[config.mk]
export PLATFORM = sky130hd
export DESIGN_NAME = rob_commit_unit_flat
export DESIGN_NICKNAME = d
export VERILOG_FILES = /design/src/rtl/rob_commit_unit_if.sv /design/src/rtl/rob_commit_unit.sv /design/src/flat_wrapper.sv
export SDC_FILE = /design/constraint.sdc
export NUM_CORES = 1
export LEC_CHECK = 0
export ABC_AREA = 1
export CORE_UTILIZATION = 54
export DETAILED_ROUTE_END_ITERATION = 10
export DONT_BUFFER_PORTS = 1
export GPL_ROUTABILITY_DRIVEN = 0
export GPL_TIMING_DRIVEN = 0
export PLACE_DENSITY = 0.69
export SLEW_MARGIN = 10
export SYNTH_ARGS = -nofsm -noshare
export SYNTH_HDL_FRONTEND = slang
export SYNTH_SLANG_ARGS = --single-unit
[constraint.sdc]
create_clock -name clk -period 11.3 [get_ports clk]
set_input_delay 1.13 -clock clk [delete_from_list [all_inputs] [get_ports clk]]
set_output_delay 1.13 -clock clk [all_outputs]
set_load 0.02 [all_outputs]
[src/rtl/rob_commit_unit_if.sv]
// Bundle between the core pipeline and the reorder buffer: allocation from rename,
// completion broadcasts from the CDB, flush, and the in-order commit bundle.
interface rob_commit_unit_if #(
    parameter int unsigned ROB_DEPTH          = 16,
    parameter int unsigned MAX_NUM_OF_COMMITS = 4,
    parameter int unsigned PHY_REG_W          = 7,
    parameter int unsigned NUM_CDB            = 2,
    parameter int unsigned TAG_W              = $clog2(ROB_DEPTH)
);
    logic                                         alloc_valid;
    logic                                         alloc_has_dst;
    logic [PHY_REG_W-1:0]                         alloc_phy_dst;
    logic [TAG_W-1:0]                             alloc_tag;
    logic                                         rob_full;
    logic [NUM_CDB-1:0]                           cdb_valid;
    logic [NUM_CDB-1:0][TAG_W-1:0]                cdb_tag;
    logic                                         flush;
    logic [MAX_NUM_OF_COMMITS-1:0]                commit_valid;
    logic [MAX_NUM_OF_COMMITS-1:0]                commit_with_write;
    logic [MAX_NUM_OF_COMMITS-1:0][PHY_REG_W-1:0] commited_wr_register;
    logic [MAX_NUM_OF_COMMITS-1:0][TAG_W-1:0]     commited_tags;
    logic [MAX_NUM_OF_COMMITS-1:0]                commited_tags_valid;

    // Pipeline side: drives requests, consumes tags and the commit bundle
    modport master (
        output alloc_valid, alloc_has_dst, alloc_phy_dst, cdb_valid, cdb_tag, flush,
        input  alloc_tag, rob_full, commit_valid, commit_with_write,
               commited_wr_register, commited_tags, commited_tags_valid
    );

    // Reorder buffer side
    modport slave (
        input  alloc_valid, alloc_has_dst, alloc_phy_dst, cdb_valid, cdb_tag, flush,
        output alloc_tag, rob_full, commit_valid, commit_with_write,
               commited_wr_register, commited_tags, commited_tags_valid
    );
endinterface

[src/rtl/rob_commit_unit.sv]
// Reorder buffer with in-order retirement of up to MAX_NUM_OF_COMMITS entries per cycle.
// Entries are allocated at the tail, marked done by CDB broadcasts, and retired from
// the head; the commit bundle is registered and pulses for one cycle.
module rob_commit_unit #(
    parameter int unsigned ROB_DEPTH          = 16,
    parameter int unsigned MAX_NUM_OF_COMMITS = 4,
    parameter int unsigned PHY_REG_W          = 7,
    parameter int unsigned NUM_CDB            = 2,
    parameter int unsigned TAG_W              = $clog2(ROB_DEPTH)
) (
    input logic              clk,
    input logic              reset,
    rob_commit_unit_if.slave bus
);
    logic [ROB_DEPTH-1:0]                         r_busy;
    logic [ROB_DEPTH-1:0]                         r_done;
    logic [ROB_DEPTH-1:0]                         r_has_dst;
    logic [PHY_REG_W-1:0]                         r_phy_dst [ROB_DEPTH];
    logic [TAG_W-1:0]                             r_head;
    logic [TAG_W-1:0]                             r_tail;
    logic [TAG_W:0]                               r_count;
    logic [MAX_NUM_OF_COMMITS-1:0]                r_commit_valid;
    logic [MAX_NUM_OF_COMMITS-1:0]                r_commit_write;
    logic [MAX_NUM_OF_COMMITS-1:0][PHY_REG_W-1:0] r_commit_reg;
    logic [MAX_NUM_OF_COMMITS-1:0][TAG_W-1:0]     r_commit_tag;

    logic                                         w_full;
    logic                                         w_alloc_accept;
    logic [ROB_DEPTH-1:0]                         w_alloc_mask;
    logic [ROB_DEPTH-1:0]                         w_set_done;
    logic [ROB_DEPTH-1:0]                         w_retire;
    logic [TAG_W:0]                               w_k;
    logic [MAX_NUM_OF_COMMITS-1:0]                w_lane_valid;
    logic [MAX_NUM_OF_COMMITS-1:0]                w_lane_write;
    logic [MAX_NUM_OF_COMMITS-1:0][PHY_REG_W-1:0] w_lane_reg;
    logic [MAX_NUM_OF_COMMITS-1:0][TAG_W-1:0]     w_lane_tag;

    assign w_full         = (r_count == (TAG_W+1)'(ROB_DEPTH));
    // A full ROB refuses allocation even if retirement frees space this same cycle
    assign w_alloc_accept = bus.alloc_valid && !w_full && !bus.flush;

    // One-hot mask of the entry being allocated this cycle
    always_comb begin
        w_alloc_mask = '0;
        if (w_alloc_accept) begin
            w_alloc_mask[r_tail] = 1'b1;
        end
    end

    // CDB completions only land on entries that are already busy
    always_comb begin
        w_set_done = '0;
        for (int i = 0; i < NUM_CDB; i++) begin
            if (bus.cdb_valid[i] && r_busy[bus.cdb_tag[i]]) begin
                w_set_done[bus.cdb_tag[i]] = 1'b1;
            end
        end
    end

    // Scan from head for consecutive done entries; the first not-done entry stops retirement
    always_comb begin
        logic             run;
        logic [TAG_W-1:0] idx;
        run          = 1'b1;
        idx          = '0;
        w_k          = '0;
        w_retire     = '0;
        w_lane_valid = '0;
        w_lane_write = '0;
        w_lane_reg   = '0;
        w_lane_tag   = '0;
        for (int j = 0; j < MAX_NUM_OF_COMMITS; j++) begin
            idx = r_head + TAG_W'(j);
            if (run && ((TAG_W+1)'(j) < r_count) && r_busy[idx] && r_done[idx]) begin
                w_retire[idx]   = 1'b1;
                w_lane_valid[j] = 1'b1;
                w_lane_write[j] = r_has_dst[idx];
                w_lane_reg[j]   = r_phy_dst[idx];
                w_lane_tag[j]   = idx;
                w_k             = w_k + 1'b1;
            end else begin
                run = 1'b0;
            end
        end
    end

    // Entry status and pointers; flush and reset override every other update
    always_ff @(posedge clk) begin
        if (reset || bus.flush) begin
            r_busy  <= '0;
            r_done  <= '0;
            r_head  <= '0;
            r_tail  <= '0;
            r_count <= '0;
        end else begin
            r_busy  <= (r_busy & ~w_retire) | w_alloc_mask;
            r_done  <= (r_done | w_set_done) & ~w_retire & ~w_alloc_mask;
            r_head  <= r_head + w_k[TAG_W-1:0];
            r_tail  <= r_tail + TAG_W'(w_alloc_accept);
            r_count <= r_count + (TAG_W+1)'(w_alloc_accept) - w_k;
        end
    end

    // Destination payload; only meaningful while the entry is busy, so no reset needed
    always_ff @(posedge clk) begin
        if (w_alloc_accept) begin
            r_has_dst[r_tail] <= bus.alloc_has_dst;
            r_phy_dst[r_tail] <= bus.alloc_phy_dst;
        end
    end

    // Registered commit bundle, one pulse per retirement
    always_ff @(posedge clk) begin
        if (reset || bus.flush) begin
            r_commit_valid <= '0;
            r_commit_write <= '0;
            r_commit_reg   <= '0;
            r_commit_tag   <= '0;
        end else begin
            r_commit_valid <= w_lane_valid;
            r_commit_write <= w_lane_write;
            r_commit_reg   <= w_lane_reg;
            r_commit_tag   <= w_lane_tag;
        end
    end

    assign bus.alloc_tag            = r_tail;
    assign bus.rob_full             = w_full;
    assign bus.commit_valid         = r_commit_valid;
    assign bus.commit_with_write    = r_commit_write;
    assign bus.commited_wr_register = r_commit_reg;
    assign bus.commited_tags        = r_commit_tag;
    assign bus.commited_tags_valid  = r_commit_valid;
endmodule

[src/flat_wrapper.sv]
// flat-port wrapper written by rule: the top's interface ports become plain ports
module rob_commit_unit_flat 
#(
    parameter int unsigned ROB_DEPTH          = 16,
    parameter int unsigned MAX_NUM_OF_COMMITS = 4,
    parameter int unsigned PHY_REG_W          = 7,
    parameter int unsigned NUM_CDB            = 2,
    parameter int unsigned TAG_W              = $clog2(ROB_DEPTH)
)
  (clk, reset, bus_alloc_valid, bus_alloc_has_dst, bus_alloc_phy_dst, bus_cdb_valid, bus_cdb_tag, bus_flush, bus_alloc_tag, bus_rob_full, bus_commit_valid, bus_commit_with_write, bus_commited_wr_register, bus_commited_tags, bus_commited_tags_valid);
  rob_commit_unit_if #(.ROB_DEPTH(ROB_DEPTH), .MAX_NUM_OF_COMMITS(MAX_NUM_OF_COMMITS), .PHY_REG_W(PHY_REG_W), .NUM_CDB(NUM_CDB), .TAG_W(TAG_W)) bus_i ();
  input logic clk;
  input logic reset;
  input wire logic [$bits(bus_i.alloc_valid)-1:0] bus_alloc_valid;
  input wire logic [$bits(bus_i.alloc_has_dst)-1:0] bus_alloc_has_dst;
  input wire logic [$bits(bus_i.alloc_phy_dst)-1:0] bus_alloc_phy_dst;
  input wire logic [$bits(bus_i.cdb_valid)-1:0] bus_cdb_valid;
  input wire logic [$bits(bus_i.cdb_tag)-1:0] bus_cdb_tag;
  input wire logic [$bits(bus_i.flush)-1:0] bus_flush;
  output wire logic [$bits(bus_i.alloc_tag)-1:0] bus_alloc_tag;
  output wire logic [$bits(bus_i.rob_full)-1:0] bus_rob_full;
  output wire logic [$bits(bus_i.commit_valid)-1:0] bus_commit_valid;
  output wire logic [$bits(bus_i.commit_with_write)-1:0] bus_commit_with_write;
  output wire logic [$bits(bus_i.commited_wr_register)-1:0] bus_commited_wr_register;
  output wire logic [$bits(bus_i.commited_tags)-1:0] bus_commited_tags;
  output wire logic [$bits(bus_i.commited_tags_valid)-1:0] bus_commited_tags_valid;
  assign bus_i.alloc_valid = bus_alloc_valid;
  assign bus_i.alloc_has_dst = bus_alloc_has_dst;
  assign bus_i.alloc_phy_dst = bus_alloc_phy_dst;
  assign bus_i.cdb_valid = bus_cdb_valid;
  assign bus_i.cdb_tag = bus_cdb_tag;
  assign bus_i.flush = bus_flush;
  assign bus_alloc_tag = bus_i.alloc_tag;
  assign bus_rob_full = bus_i.rob_full;
  assign bus_commit_valid = bus_i.commit_valid;
  assign bus_commit_with_write = bus_i.commit_with_write;
  assign bus_commited_wr_register = bus_i.commited_wr_register;
  assign bus_commited_tags = bus_i.commited_tags;
  assign bus_commited_tags_valid = bus_i.commited_tags_valid;
  rob_commit_unit #(.ROB_DEPTH(ROB_DEPTH), .MAX_NUM_OF_COMMITS(MAX_NUM_OF_COMMITS), .PHY_REG_W(PHY_REG_W), .NUM_CDB(NUM_CDB), .TAG_W(TAG_W)) u_core (.clk(clk), .reset(reset), .bus(bus_i));
endmodule
==> metrics.md <==
| Metric | Value |
|---|---|
| Clock group share of total power | `0.494` |
| Fin. max-slew vios | `0` |
| Wire length per cell | `23.3 µm` |
| Critical Path AT | `8.18 ns` |
| Yosys Warn Count | `0` |
| Final Cycle Share | `0.682` |
| Yosys reg bits | `225` |
| Netlist Area Pre-Place | `0.0131 mm²` |
| R2R depth | `31` |
| Logic pwr share | `0.019` |
| Routed Wire Length | `48.5 mm` |
| # hold bufs at CTS | `0` |
| Placed cells | `2,032` |
| Gates resized, CTS repair | `0` |
| Switching Fraction | `0.213` |
| DR iter-0 viols | `2,187` |
| Final hold vios | `0` |
| Complex-gate fraction of the synthesized area | `0.114` |
| Sequential share of power | `0.488` |
| Max IR drop VDD | `189 µV` |
| CTS Sinks | `225` |
| Layout fillers | `2,172` |
| Skew final | `0.0270 ns` |
| First-pass GRT wire length | `70.4 mm` |
| Fmax | `130 MHz` |
| Worst hold slack | `0.589 ns` |
| Largest net degree at the start of global routing | `17` |
| WHS Path Cells | `4` |
| Hold_sp | `u_core.r_done[14]` |
| Critical R2R Launch | `u_core.r_head[1]` |
| Crit Path Max Fanout | `14` |
| DP HPWL | `36.4 mm` |
| Crit path largest cell delay | `0.95 ns` |
| Clk root buf | `clkbuf_16` |
| Residual DRC | `0` |
| NetSw | `0.380 mW` |
| Synth cell types | `45` |
| Final cell count without fillers | `2,080` |
| Internal power | `1.40 mW` |
| Mapped Avg Cell Area | `7.67 µm²` |
| Power density cells | `123 mW/mm²` |
| Setup Viol. Count Final | `0` |
| Core footprint | `0.0237 mm²` |
| Post-Synthesis Cells | `1,711` |
| Synth Area in Simple Gates | `0.290` |
| Final Total Pwr | `1.78 mW` |
| Synth-to-Final Area Change | `10.2%` |
| Vias/cell | `6.34` |
| Die height | `158 µm` |
| Clock buffer count from CTS | `26` |
| IO Count | `83` |
| Fin nets | `1,787` |
| CTS clk-pin slew, worst paths | `0.06 ns` |
| Setup TNS | `0 ns` |
| Syn Nets | `1,757` |
| Antenna-violating nets left | `0` |
| Hold EP | `u_core.r_done[14]` |
| CTS tree | `built` |
| Global route overflow | `0` |
| Setup CP Type | `reg2reg` |
| Post-CTS Setup Repair Bufs | `0` |
| CP dominant cell by count | `nand2_1` |
| Main combinational cell family by area after synthesis | `simple AND/OR/NAND/NOR gates` |
| DR pass1 iterations | `6` |
| Die X | `158 µm` |
| Vias in the first global route | `11,497` |
| Startpoint Class | `flip-flop` |
| Crit. End Element | `flip-flop` |
| Layout cells sized above 1 | `0.0767` |
| RSZ-0062 raised after global routing | `false` |
| Mux contribution to synthesized area | `0.0496` |
| Row Count | `56` |
| Reg2reg end | `u_core.r_head[3]` |
| Worst skew pair latency | `0.56 ns` |
| Worst slew pin tran | `1.47 ns` |
| Slowest cell on crit path | `buf_1` |
| GRT Total Usage | `0.389` |
| H-tree levels | `1` |
| Lkg Pwr | `5.81 nW` |
| Worst reg2reg setup slack | `3.60 ns` |
| Antenna violations before repair | `1` |
| Vias | `13,178` |
| Maximum clock path buffer count | `3` |
| Post-synthesis adder-cell area fraction | `0.0240` |
| Max cap viols | `0` |
| Initial Util | `0.554` |
| Critical path required time | `11.78 ns` |
| Min cycle time layout | `7.70 ns` |
| Slew HR | `0.0179` |
| # diodes | `0` |
| Worst Hold Class | `reg2reg` |
| IO buf count | `0` |
| Status | `completed` |
| Xor and xnor area share after synthesis | `0.00458` |
| Sequential area share after synthesis | `0.441` |
| Die ar. | `0.0249 mm²` |
registers in the layout (all words and copies together) (netlist names), 5 cells and up:
signal,count
u_core.r_has_dst,16
u_core.bus.commited_tags,16
u_core.bus.commited_wr_register,28
u_core.r_busy,16
u_core.r_phy_dst,112
u_core.r_count,5
u_core.r_done,16
worst max-delay path: cells and delay by family (launching register included):
family                   cells  cell delay, ns
buffers and inverters       10            2.94
AO/OA/AOI/OAI                4            1.50
adder cells (fa/ha/maj)      4            1.20
flip-flops                   1            0.43
AND/OR/NAND/NOR             13            1.50
cell families after synthesis:
kind of cell / count (synthesis)
muxes: 65
adders and majority gates: 24
xor gates and xnor gates: 6
DFF: 225
AOI/OAI and AO/OA: 252
other: 1
and+or+nand+nor: 897
buffers and inverters: 241
placed cells by master (no fill, tap or decap), types with 7 or more instances in the layout:
cell type  count
buf_1         12
buf_2         32
a31oi_1       13
nand3_1      161
a21oi_1       44
o21ai_0      132
mux2i_1       65
edfxtp_1     128
clkbuf_16     27
inv_1        131
dfxtp_1       97
buf_4          9
o21a_1         7
nand2_1      486
nor3_1         8
inv_2          9
nand4_1       55
nor2_1       161
nor2_2        12
a22oi_1       21
clkbuf_1      47
ha_1          22
worst max path at each step:
stage                                start                end  depth (start not counted)
after floorplan           u_core.r_head[1]  u_core.r_count[4]                         31
after global placement    u_core.r_head[1]   u_core.r_head[3]                         31
after detailed placement  u_core.r_head[1]   u_core.r_head[3]                         31
after CTS                 u_core.r_head[1]   u_core.r_head[3]                         31
after global routing      u_core.r_head[1]   u_core.r_head[3]                         31
final                     u_core.r_head[1]   u_core.r_head[3]                         31
stage by stage:
step | util | setup slack (ns) | area (µm²)
detailed placement | 0.573 | 4.09 | 13600
global route | 0.611 | 3.39 | 14500
finish | 0.611 | 3.60 | 14500
CTS | 0.611 | 4.06 | 14500
global placement | 0.571 | 4.21 | 13500
floorplan | - | 5.98 | 13100
area by class of cell:
class / count / area, µm² / share of cell area
buffer: 100 / 479 / 0.0331
clock buffer: 34 / 732 / 0.0506
clock inverter: 14 / 176 / 0.0122
inverter: 141 / 529 / 0.0366
multi-input combinational: 1245 / 6340 / 0.438
sequential: 225 / 5790 / 0.400
tap: 319 / 399 / 0.0276
timing repair buffer: 2 / 30.0 / 0.00208
cells in the mapped netlist (all sizes together):
cell	instances	area (µm²)
nand2	491	1860
nor2	177	717
nand3	162	823
inv	140	526
o21ai	136	684
edfxtp	128	3840
dfxtp	97	1940
mux2i	65	651
buf	57	318
nand4	55	344
a21oi	48	255
clkbuf	43	161
ha	22	275
a22oi	21	158
a31oi	13	81.3
a41oi	10	133
nor3	9	50.1
o21a	7	52.6
o211ai	6	45.0
a211oi	5	37.5
o22ai	3	18.8
xnor2	3	33.8
xor2	3	26.3
fa	2	40.0
nand3b	2	15.0
a22o	1	8.76
a311oi	1	8.76
clkinv	1	3.75
conb	1	3.75
nor4	1	6.26
o311ai	1	8.76
layer usage:
| metal | vias up | track usage | routed length (µm) |
|---|---|---|---|
| met5 | - | 0.0228 | 96 |
| met1 | 6002 | 0.555 | 18700 |
| met4 | 4 | 0.123 | 1750 |
| li1 | 5819 | - | - |
| met2 | 1182 | 0.517 | 18700 |
| met3 | 171 | 0.168 | 9180 |
power groups by stage:
stage                     clock network (mW)  registers (mW)  logic [mW]
after floorplan                            0           0.887      0.0220
after global placement                     0           0.887      0.0311
after detailed placement                   0           0.887      0.0316
after CTS                              0.880           0.870      0.0317
after global routing                   0.909           0.870      0.0361
final                                  0.881           0.870      0.0333
Power figures use the tool's default switching activity.
